$ cat src/rtl/logic_unit_pkg.sv
// Shared definitions for the registered bitwise logic unit.
//   OP_W / OP_*  : 3-bit operation select codes (all eight codes defined)
//   skid_state_e : occupancy of the output/skid storage
package logic_unit_pkg;

    localparam int OP_W = 3;

    localparam logic [OP_W-1:0] OP_AND   = 3'd0;
    localparam logic [OP_W-1:0] OP_OR    = 3'd1;
    localparam logic [OP_W-1:0] OP_XOR   = 3'd2;
    localparam logic [OP_W-1:0] OP_NAND  = 3'd3;
    localparam logic [OP_W-1:0] OP_NOR   = 3'd4;
    localparam logic [OP_W-1:0] OP_XNOR  = 3'd5;
    localparam logic [OP_W-1:0] OP_NOTA  = 3'd6;
    localparam logic [OP_W-1:0] OP_PASSA = 3'd7;

    // EMPTY: nothing held; ONE: output register valid; FULL: output + skid entry
    typedef enum logic [1:0] {
        ST_EMPTY = 2'd0,
        ST_ONE   = 2'd1,
        ST_FULL  = 2'd2
    } skid_state_e;

endpackage

$ cat src/rtl/logic_unit_core.sv
// Combinational bitwise operation plus reduction flags.
//   a, b    : WIDTH-bit operands
//   op      : operation select (OP_* codes)
//   y       : WIDTH-bit result
//   y_rand  : AND-reduction of y
//   y_ror   : OR-reduction of y (non-zero flag)
//   y_rxor  : XOR-reduction of y (parity)
module logic_unit_core
    import logic_unit_pkg::*;
#(
    parameter int WIDTH = 8
) (
    input  logic [WIDTH-1:0] a,
    input  logic [WIDTH-1:0] b,
    input  logic [OP_W-1:0]  op,
    output logic [WIDTH-1:0] y,
    output logic             y_rand,
    output logic             y_ror,
    output logic             y_rxor
);

    always_comb begin
        y = '0;
        case (op)
            OP_AND:   y = a & b;
            OP_OR:    y = a | b;
            OP_XOR:   y = a ^ b;
            OP_NAND:  y = ~(a & b);
            OP_NOR:   y = ~(a | b);
            OP_XNOR:  y = ~(a ^ b);
            OP_NOTA:  y = ~a;
            OP_PASSA: y = a;
            default:  y = '0;
        endcase
    end

    assign y_rand = &y;
    assign y_ror  = |y;
    assign y_rxor = ^y;

endmodule

$ cat src/rtl/logic_unit_pipe.sv
// Registered bitwise logic unit behind a valid/ready handshake.
//   clk, reset_n           : clock, asynchronous active-low reset
//   in_valid/in_ready      : operand beat handshake (in_a, in_b, in_op)
//   out_valid/out_ready    : result beat handshake (out_y + reduction flags)
//   op_count               : completed output handshakes, wraps silently
//   state_dbg              : storage occupancy for observation
// SKID=1 gives a two-entry buffer with registered in_ready; SKID=0 gives a
// single output register with combinational in_ready.
//
// Handshake: a beat moves on a rising edge where valid & ready are both 1.
// A producer holds its data stable while valid=1 and ready=0, and never
// withdraws valid without a transfer; out_* obey this towards the consumer.
module logic_unit_pipe
    import logic_unit_pkg::*;
#(
    parameter int WIDTH = 8,
    parameter int SKID  = 1,
    parameter int CNT_W = 16
) (
    input  logic             clk,
    input  logic             reset_n,
    input  logic             in_valid,
    output logic             in_ready,
    input  logic [WIDTH-1:0] in_a,
    input  logic [WIDTH-1:0] in_b,
    input  logic [OP_W-1:0]  in_op,
    output logic             out_valid,
    input  logic             out_ready,
    output logic [WIDTH-1:0] out_y,
    output logic             out_rand,
    output logic             out_ror,
    output logic             out_rxor,
    output logic [CNT_W-1:0] op_count,
    output skid_state_e      state_dbg
);

    localparam int BW = WIDTH + 3;   // result plus three flags per beat

    logic [WIDTH-1:0] core_y;
    logic             core_rand, core_ror, core_rxor;
    logic [BW-1:0]    res;

    logic_unit_core #(.WIDTH(WIDTH)) u_core (
        .a      (in_a),
        .b      (in_b),
        .op     (in_op),
        .y      (core_y),
        .y_rand (core_rand),
        .y_ror  (core_ror),
        .y_rxor (core_rxor)
    );

    assign res = {core_y, core_rand, core_ror, core_rxor};

    skid_state_e      state_q, state_d;
    logic [BW-1:0]    out_q, skid_q;
    logic             in_ready_q;
    logic [CNT_W-1:0] cnt_q;
    logic             acc, xfer;
    logic             load_out, load_skid, skid_to_out;

    assign out_valid = (state_q != ST_EMPTY);

    // in_ready_q is 0 in reset and 1 from the first edge after release in
    // both modes; without a skid entry it also gates on the output slot.
    assign in_ready = (SKID != 0) ? in_ready_q
                                  : (in_ready_q & (~out_valid | out_ready));

    assign acc  = in_valid & in_ready;
    assign xfer = out_valid & out_ready;

    always_comb begin
        state_d     = state_q;
        load_out    = 1'b0;
        load_skid   = 1'b0;
        skid_to_out = 1'b0;
        case (state_q)
            ST_EMPTY: begin
                if (acc) begin
                    load_out = 1'b1;
                    state_d  = ST_ONE;
                end
            end
            ST_ONE: begin
                if (acc && xfer) begin
                    load_out = 1'b1;
                end else if (acc) begin
                    // Only reachable with a skid entry: without one, acc in
                    // ONE implies out_ready and hence a transfer.
                    if (SKID != 0) begin
                        load_skid = 1'b1;
                        state_d   = ST_FULL;
                    end
                end else if (xfer) begin
                    state_d = ST_EMPTY;
                end
            end
            ST_FULL: begin
                if (xfer) begin
                    skid_to_out = 1'b1;
                    state_d     = ST_ONE;
                end
            end
            default: state_d = ST_EMPTY;
        endcase
    end

    always_ff @(posedge clk or negedge reset_n) begin
        if (!reset_n) begin
            state_q    <= ST_EMPTY;
            in_ready_q <= 1'b0;
            out_q      <= '0;
            skid_q     <= '0;
            cnt_q      <= '0;
        end else begin
            state_q    <= state_d;
            in_ready_q <= (state_d != ST_FULL);
            if (load_out) begin
                out_q <= res;
            end else if (skid_to_out) begin
                out_q <= skid_q;
            end
            if (load_skid) begin
                skid_q <= res;
            end
            if (xfer) begin
                cnt_q <= cnt_q + CNT_W'(1);
            end
        end
    end

    assign out_y     = out_q[BW-1:3];
    assign out_rand  = out_q[2];
    assign out_ror   = out_q[1];
    assign out_rxor  = out_q[0];
    assign op_count  = cnt_q;
    assign state_dbg = state_q;

endmodule

$ cat config.mk
export PLATFORM = sky130hd
export DESIGN_NAME = logic_unit_pipe
export DESIGN_NICKNAME = d
export VERILOG_FILES = /design/src/rtl/logic_unit_pkg.sv /design/src/rtl/logic_unit_core.sv /design/src/rtl/logic_unit_pipe.sv
export SDC_FILE = /design/constraint.sdc
export NUM_CORES = 1
export LEC_CHECK = 0
export CORE_MARGIN = 5
export CORE_UTILIZATION = 45
export CTS_CLUSTER_SIZE = 12
export DETAILED_ROUTE_END_ITERATION = 10
export HOLD_SLACK_MARGIN = 0.1
export PLACE_DENSITY = 0.71
export SLEW_MARGIN = 10
export SYNTH_ARGS = -nofsm -noshare
export SYNTH_HDL_FRONTEND = slang
export SYNTH_SLANG_ARGS = --single-unit
$ cat constraint.sdc
create_clock -name clk -period 1.9 [get_ports clk]
set_input_delay 0.57 -clock clk [delete_from_list [all_inputs] [get_ports clk]]
set_output_delay 0.57 -clock clk [all_outputs]
set_load 0.05 [all_outputs]
==> run summary, run 1 <==
Max stage delay on crit path -> 0.50 ns
Period utilization -> 125.3%
Synth Area in Compound Gates -> 15.74%
Relative slew margins -> 64.96%
Total GRT Usage -> 18.95%
Worst EP required -> 2.12 ns
Rows -> 28
Cells after DPL -> 490
Sequential element share of the synthesized area -> 36.77%
Vias in the first global route -> 2631
Most frequent cells in the layout -> 101 x buf_4, 40 x dfrtp_1, 39 x nand2_1
Total power -> 4.674 mW
Synth Cell Area -> 2790 um2
Post-synthesis mux area share -> 6.368%
Non-filler cells, final -> 515
CTS clk-pin slew, worst paths -> 0.07 ns
Most frequent CP cell -> ha_4
Worst r2r src -> state_dbg[0]
Fin Clk Skew -> 0.009302 ns
CP cell instances -> buf_12 -> inv_12 -> ha_4 -> mux2_4 -> mux4_2 -> inv_2 -> ha_4 -> xnor2_2 -> xnor2_1 -> nor2_1 -> a31oi_1
Area growth syn-to-layout -> 58.03%
CTS Buffer Depth -> 2
Port Buffers -> 53
Worst-Margin Slew -> 0.5256 ns
Setup CP Type -> in2reg
Hold Buf Count CTS -> 0
Die H -> 88.74 um
Largest net degree at the start of global routing -> 42
Routed vias/inst -> 5.171
Met2 WL -> 3737 um
Number of max-cap violations -> 0
Core area -> 5991 um2
Setup slack at placement -> -1.242 ns
Initial Utilization -> 46.57%
Worst min-delay path class -> in2async
Final core occ -> 73.60%
Synth Instances -> 306
CP Buf/Inv Count -> 3
Routed length on met3 -> 325 um
Most common cell after layout, fill and taps aside -> buf_4
Antenna-violating nets left -> 0
Failing checks -> negative setup slack
Inserted Clock Buffers -> 5
Drt first pass iters -> 4
Number of fill cells -> 432
Unique masters post-synth -> 50
Reg-to-reg endpoint -> out_q[3]
Power Dens Cells -> 1060 nW/um2
Fraction of the mapped netlist area in adder cells -> 11.21%
Final hold viol count -> 0
Maximum VDD drop -> 0.8562 mV
Worst R2R Setup Slack -> 0.36 ns
Worst path arrival time -> 2.60 ns
Leak -> 2.128 nW
R2R cell count -> 5
WL/cell -> 14.10 um
Largest family of logic cells by synthesized area -> simple AND/OR/NAND/NOR gates
# IOs -> 54
DRC errors left -> 0
Clk sinks -> 41
Status -> complete, but fails checks
Startpoint Class -> input pin
Post-DP HPWL -> 5220 um
First-pass GRT wire length -> 11850 um
Tmin final -> 2.381 ns
# diodes -> 0
Total number of vias -> 2663
Ys flop type -> dfrtp_1
Mapped Nets -> 354
GRT Residual Overflow -> 0
GP Congestion -> 0.8153
Antenna violations before repair -> 0
Final Setup Violations -> 9
Setup ws final -> -0.4814 ns
CP max FO -> 2
Root Driver -> clkbuf_8
Share of post-route cells with drive strength above 1 -> 47.27%
CP Capture Type -> register
Xor-xnor portion of the synthesized cell area -> 5.650%
Simple-gate area share of the yosys netlist -> 17.58%
Insertion delay to the later sink of the worst-skew pair -> 0.30 ns
CP top delay family -> multiplexers
Highest-delay cell along the critical path -> mux4_2
Post-synth ARST share -> 100.0%
DRC marker count from the first detailed-route iteration -> 102
Die area -> 7875 um2
Die Wd -> 88.74 um
Unrepaired setup endpoints after global routing -> yes
H-Tree Depth -> 2
CTS tree -> built
Seq cells post-synth -> 41
Final #Nets -> 487
Syn Area/Cell -> 9.118 um2
Top Layer Used -> met4
Pins over their slew limit -> 0
Max Clock Freq -> 419.9 MHz
DRT met1 WL -> 3046 um
EDFF count, synth -> 0
Final wirelength -> 7261 um
Ys Warns -> 0
[layout make-up]
type	instances	area [um2]	share of cell area [%]
clock buffer	6	82.58	1.873
clock inverter	2	37.54	0.8513
inverter	31	148.9	3.377
multi-input combinational	222	1838	41.69
sequential	41	1027	23.30
tap	75	93.84	2.128
timing repair buffer	138	1181	26.79
[worst max-delay path by stage]
stage                 start        to  slack, ns  depth (start not counted)
floorplan           in_b[2]  out_q[0]      -0.49                         10
global placement    in_b[2]  out_q[0]      -1.21                         11
detailed placement  in_b[2]  out_q[0]      -1.24                         11
CTS                 in_a[4]  out_q[0]      -0.40                         10
global route        in_b[3]  out_q[0]      -0.57                         13
finish              in_b[2]  out_q[0]      -0.48                         11
[cells by family after synthesis]
kind of cell,after synthesis
AND/OR/NAND/NOR,105
AO/OA/AOI/OAI,60
buffers and inverters,43
flip-flops,41
adder cells (fa/ha/maj),25
XOR/XNOR,18
multiplexers,14
[stage by stage]
stage / area [um2] / hold slack, ns / TNS, ns
after floorplan: 2870 / 0.2744 / -1.769
after global placement: 3925 / 0.4559 / -14.62
after detailed placement: 3925 / 0.4684 / -15.36
after CTS: 4269 / 0.3434 / -1.327
after global routing: 4409 / 0.3627 / -2.358
final: 4409 / 0.3330 / -1.775
[worst register-to-register path, stage by stage (launching register included)]
cell and delay, ns:
dfrtp_1 0.47, nand2b_1 0.22, or2_1 0.29, mux2_1 0.33, nand2_1 0.06, o21ai_1 0.06
[synth_stat cells (5+ instances only)]
| master | instances | area, um2 |
|---|---|---|
| xor2_1 | 5 | 43.79 |
| xnor2_1 | 13 | 113.9 |
| inv_1 | 27 | 101.4 |
| mux2_2 | 5 | 56.30 |
| nor2b_1 | 7 | 43.79 |
| dfrtp_1 | 41 | 1026 |
| mux2i_1 | 5 | 50.05 |
| nor3_1 | 6 | 30.03 |
| a21oi_1 | 12 | 60.06 |
| o22ai_1 | 7 | 43.79 |
| nand2_1 | 39 | 146.4 |
| o21ai_1 | 6 | 30.03 |
| ha_1 | 25 | 312.8 |
| buf_2 | 5 | 25.02 |
| a22o_1 | 5 | 43.79 |
| nor2_1 | 24 | 90.09 |
| and3_1 | 5 | 31.28 |
| nand3_1 | 8 | 40.04 |
[power by group]
part | switching [mW] | internal [mW] | leakage [nW] | total [mW]
Combinational | 1.44 | 1.08 | 1.57 | 2.52
Clock | 0.305 | 0.427 | 0.0574 | 0.732
Sequential | 0.249 | 1.17 | 0.504 | 1.42
[per-layer routing]
layer | vias up | track usage, %
met5 | - | 0
met4 | 0 | 7.418
met3 | 11 | 2.980
met2 | 66 | 32.46
met1 | 1264 | 23.86
li1 | 1322 | -
[what timing repair did]
item,4_1_cts,5_1_grt
buffers inserted,10,7
gates cloned,2,0
pin swaps,34,27
gates resized for setup,98,32
endpoints found under the setup margin,22,12
[registers in the layout (all words and copies together), names as in the netlist]
register and flops:
op_count 16, in_ready 1, state_dbg 2, out_q 11, skid_q 11
Power figures use the tool's default switching activity.
==> inputs of run 2 (changes only) <==
--- a/config.mk
+++ b/config.mk
@@ -15,3 +15,4 @@
 export SYNTH_ARGS = -nofsm -noshare
 export SYNTH_HDL_FRONTEND = slang
 export SYNTH_SLANG_ARGS = --single-unit
+export TNS_END_PERCENT = 100
==> constraint.sdc (replaced) <==
create_clock -name clk -period 1.9 [get_ports clk]
set_input_delay 0.57 -clock clk [delete_from_list [all_inputs] [get_ports clk]]
set_output_delay 0.57 -clock clk [all_outputs]
set_load 0.01 [all_outputs]
==> run summary, run 2 (same netlist as run 1, synthesis figures left out) <==
Status -> complete, but fails checks
Failing checks -> negative setup slack
Initial Utilization -> 46.57%
Post-DP HPWL -> 5320 um
Core area -> 5991 um2
Non-filler cells, final -> 524
CTS Buffer Depth -> 2
Die H -> 88.74 um
Highest-delay cell along the critical path -> mux4_2
Number of max-cap violations -> 0
Inserted Clock Buffers -> 5
Most frequent cells in the layout -> 83 x buf_4, 39 x nand2_1, 39 x dfrtp_1
CTS clk-pin slew, worst paths -> 0.09 ns
Clk sinks -> 41
Port Buffers -> 53
Antenna-violating nets left -> 0
GP Congestion -> 0.8136
Total GRT Usage -> 19.59%
Cells after DPL -> 492
Worst path arrival time -> 2.58 ns
Final #Nets -> 496
Most common cell after layout, fill and taps aside -> buf_4
Power Dens Cells -> 885.3 nW/um2
Final wirelength -> 7842 um
Setup CP Type -> in2reg
Worst EP required -> 2.12 ns
Vias in the first global route -> 2709
Max Clock Freq -> 423.3 MHz
Startpoint Class -> input pin
Period utilization -> 124.4%
# IOs -> 54
Insertion delay to the later sink of the worst-skew pair -> 0.30 ns
Die area -> 7875 um2
First-pass GRT wire length -> 12280 um
Rows -> 28
Area growth syn-to-layout -> 64.66%
Total number of vias -> 2728
Die Wd -> 88.74 um
CP Capture Type -> register
Number of flip-flops in the largest register -> 16
Fin Clk Skew -> 0.009897 ns
Finished layout cell area -> 4594 um2
# diodes -> 0
Final Setup Violations -> 7
Root Driver -> clkbuf_8
Maximum VDD drop -> 0.7392 mV
Drt first pass iters -> 4
Tmin final -> 2.363 ns
Share of post-route cells with drive strength above 1 -> 44.10%
Final hold viol count -> 0
Worst min-delay path class -> in2async
DRC errors left -> 0
Antenna violations before repair -> 0
DRC marker count from the first detailed-route iteration -> 147
CTS tree -> built
Leak -> 2.161 nW
CP cell instances -> buf_8 -> inv_4 -> ha_4 -> mux4_2 -> o22a_1 -> ha_1 -> xor2_1 -> xnor2_1 -> nor2_1 -> a31oi_1
Relative slew margins -> 67.25%
Final core occ -> 76.69%
Max stage delay on crit path -> 0.47 ns
GRT Residual Overflow -> 0
Setup ws final -> -0.4627 ns
Area after DPL -> 3955 um2
CP max FO -> 3
Worst-Margin Slew -> 0.4913 ns
Largest net degree at the start of global routing -> 24
Routed vias/inst -> 5.206
Pins over their slew limit -> 0
Unrepaired setup endpoints after global routing -> yes
WL/cell -> 14.97 um
H-Tree Depth -> 2
run 2: changes by cell type in the layout (fill, tap and decap cells not counted), moves of 2 or more:
cell / before / now
mux2_4: 1 / 3
buf_2: 7 / 5
buf_8: 3 / 5
buf_6: 9 / 14
clkdlybuf4s50_1: 2 / 30
ha_4: 12 / 14
mux2_2: 5 / 3
buf_12: 7 / 2
ha_2: 3 / 1
nor2b_4: 0 / 2
buf_4: 101 / 83
inv_1: 12 / 8
inv_4: 6 / 10
run 2: layer usage:
metal | vias to the layer above | wire length (um) | track usage [%] | part of all wire (%)
li1 | 1346 | - | - | -
met3 | 20 | 394 | 3.352 | 5.0
met2 | 79 | 4081 | 35.29 | 52
met1 | 1283 | 3154 | 23.38 | 40
met4 | 0 | 212 | 6.731 | 2.7
met5 | - | 0 | 0 | 0
run 2: where the power goes:
| group | internal [mW] | total [mW] | switching (mW) |
|---|---|---|---|
| clock network | 0.393 | 0.711 | 0.318 |
| logic | 1.10 | 1.98 | 0.880 |
| registers | 1.17 | 1.38 | 0.206 |
run 2: final timing paths:
check                             start           end  slack (ns)  cells past startpoint
min reg2reg                op_count[15]  op_count[15]        0.48                      1
max                             in_b[4]      out_q[0]       -0.46                     10
min                             reset_n     skid_q[1]        0.22                      1
max in group asynchronous       reset_n   op_count[4]        1.11                      2
min in group clk           op_count[15]  op_count[15]        0.48                      1
max reg2reg                state_dbg[0]      out_q[3]        0.35                      6
run 2: final cells by class:
cell class                      count  area [um2]
Clock buffer                        5       68.82
Fill cell                         410        1396
Timing Repair Buffer              147        1300
Sequential cell                    41        1028
Inverter                           31       158.9
Clock inverter                      3       46.29
Tap cell                           75       93.84
Multi-Input combinational cell    222        1898
run 2: worst max-delay path, delay by kind of cell:
| family | cells | cell delay (ns) |
|---|---|---|
| adder cells (fa/ha/maj) | 2 | 0.52 |
| multiplexers | 1 | 0.47 |
| AO/OA/AOI/OAI | 2 | 0.40 |
| XOR/XNOR | 2 | 0.37 |
| buffers and inverters | 2 | 0.15 |
| AND/OR/NAND/NOR | 1 | 0.10 |
run 2: stage by stage:
| stage | worst slack, ns | TNS [ns] | hold WS, ns | total power, mW |
|---|---|---|---|---|
| after detailed placement | -1.229 | -15.40 | 0.4644 | 3.144 |
| after global routing | -0.5049 | -2.251 | 0.2551 | 4.346 |
| after floorplan | -0.4898 | -1.768 | 0.2744 | 2.255 |
| final | -0.4627 | -1.628 | 0.2249 | 4.067 |
| after global placement | -1.210 | -14.66 | 0.4562 | 3.086 |
| after CTS | -0.3961 | -1.404 | 0.2364 | 3.951 |
run 2: timing repair:
item                       in CTS  in global routing
setup buffers                  14                 12
setup endpoints to repair      27                 17
gates cloned                    1                  0
hold buffers                    0                  0
pin swaps                      38                 25
resized for setup             130                 42
==> inputs of run 3 (changes only) <==
--- a/config.mk
+++ b/config.mk
@@ -5,6 +5,7 @@
 export SDC_FILE = /design/constraint.sdc
 export NUM_CORES = 1
 export LEC_CHECK = 0
+export ABC_AREA = 0
 export CORE_MARGIN = 5
 export CORE_UTILIZATION = 45
 export CTS_CLUSTER_SIZE = 12
==> results of run 3 <==
Final layout, timing and power as in run 2 (identical DEF).
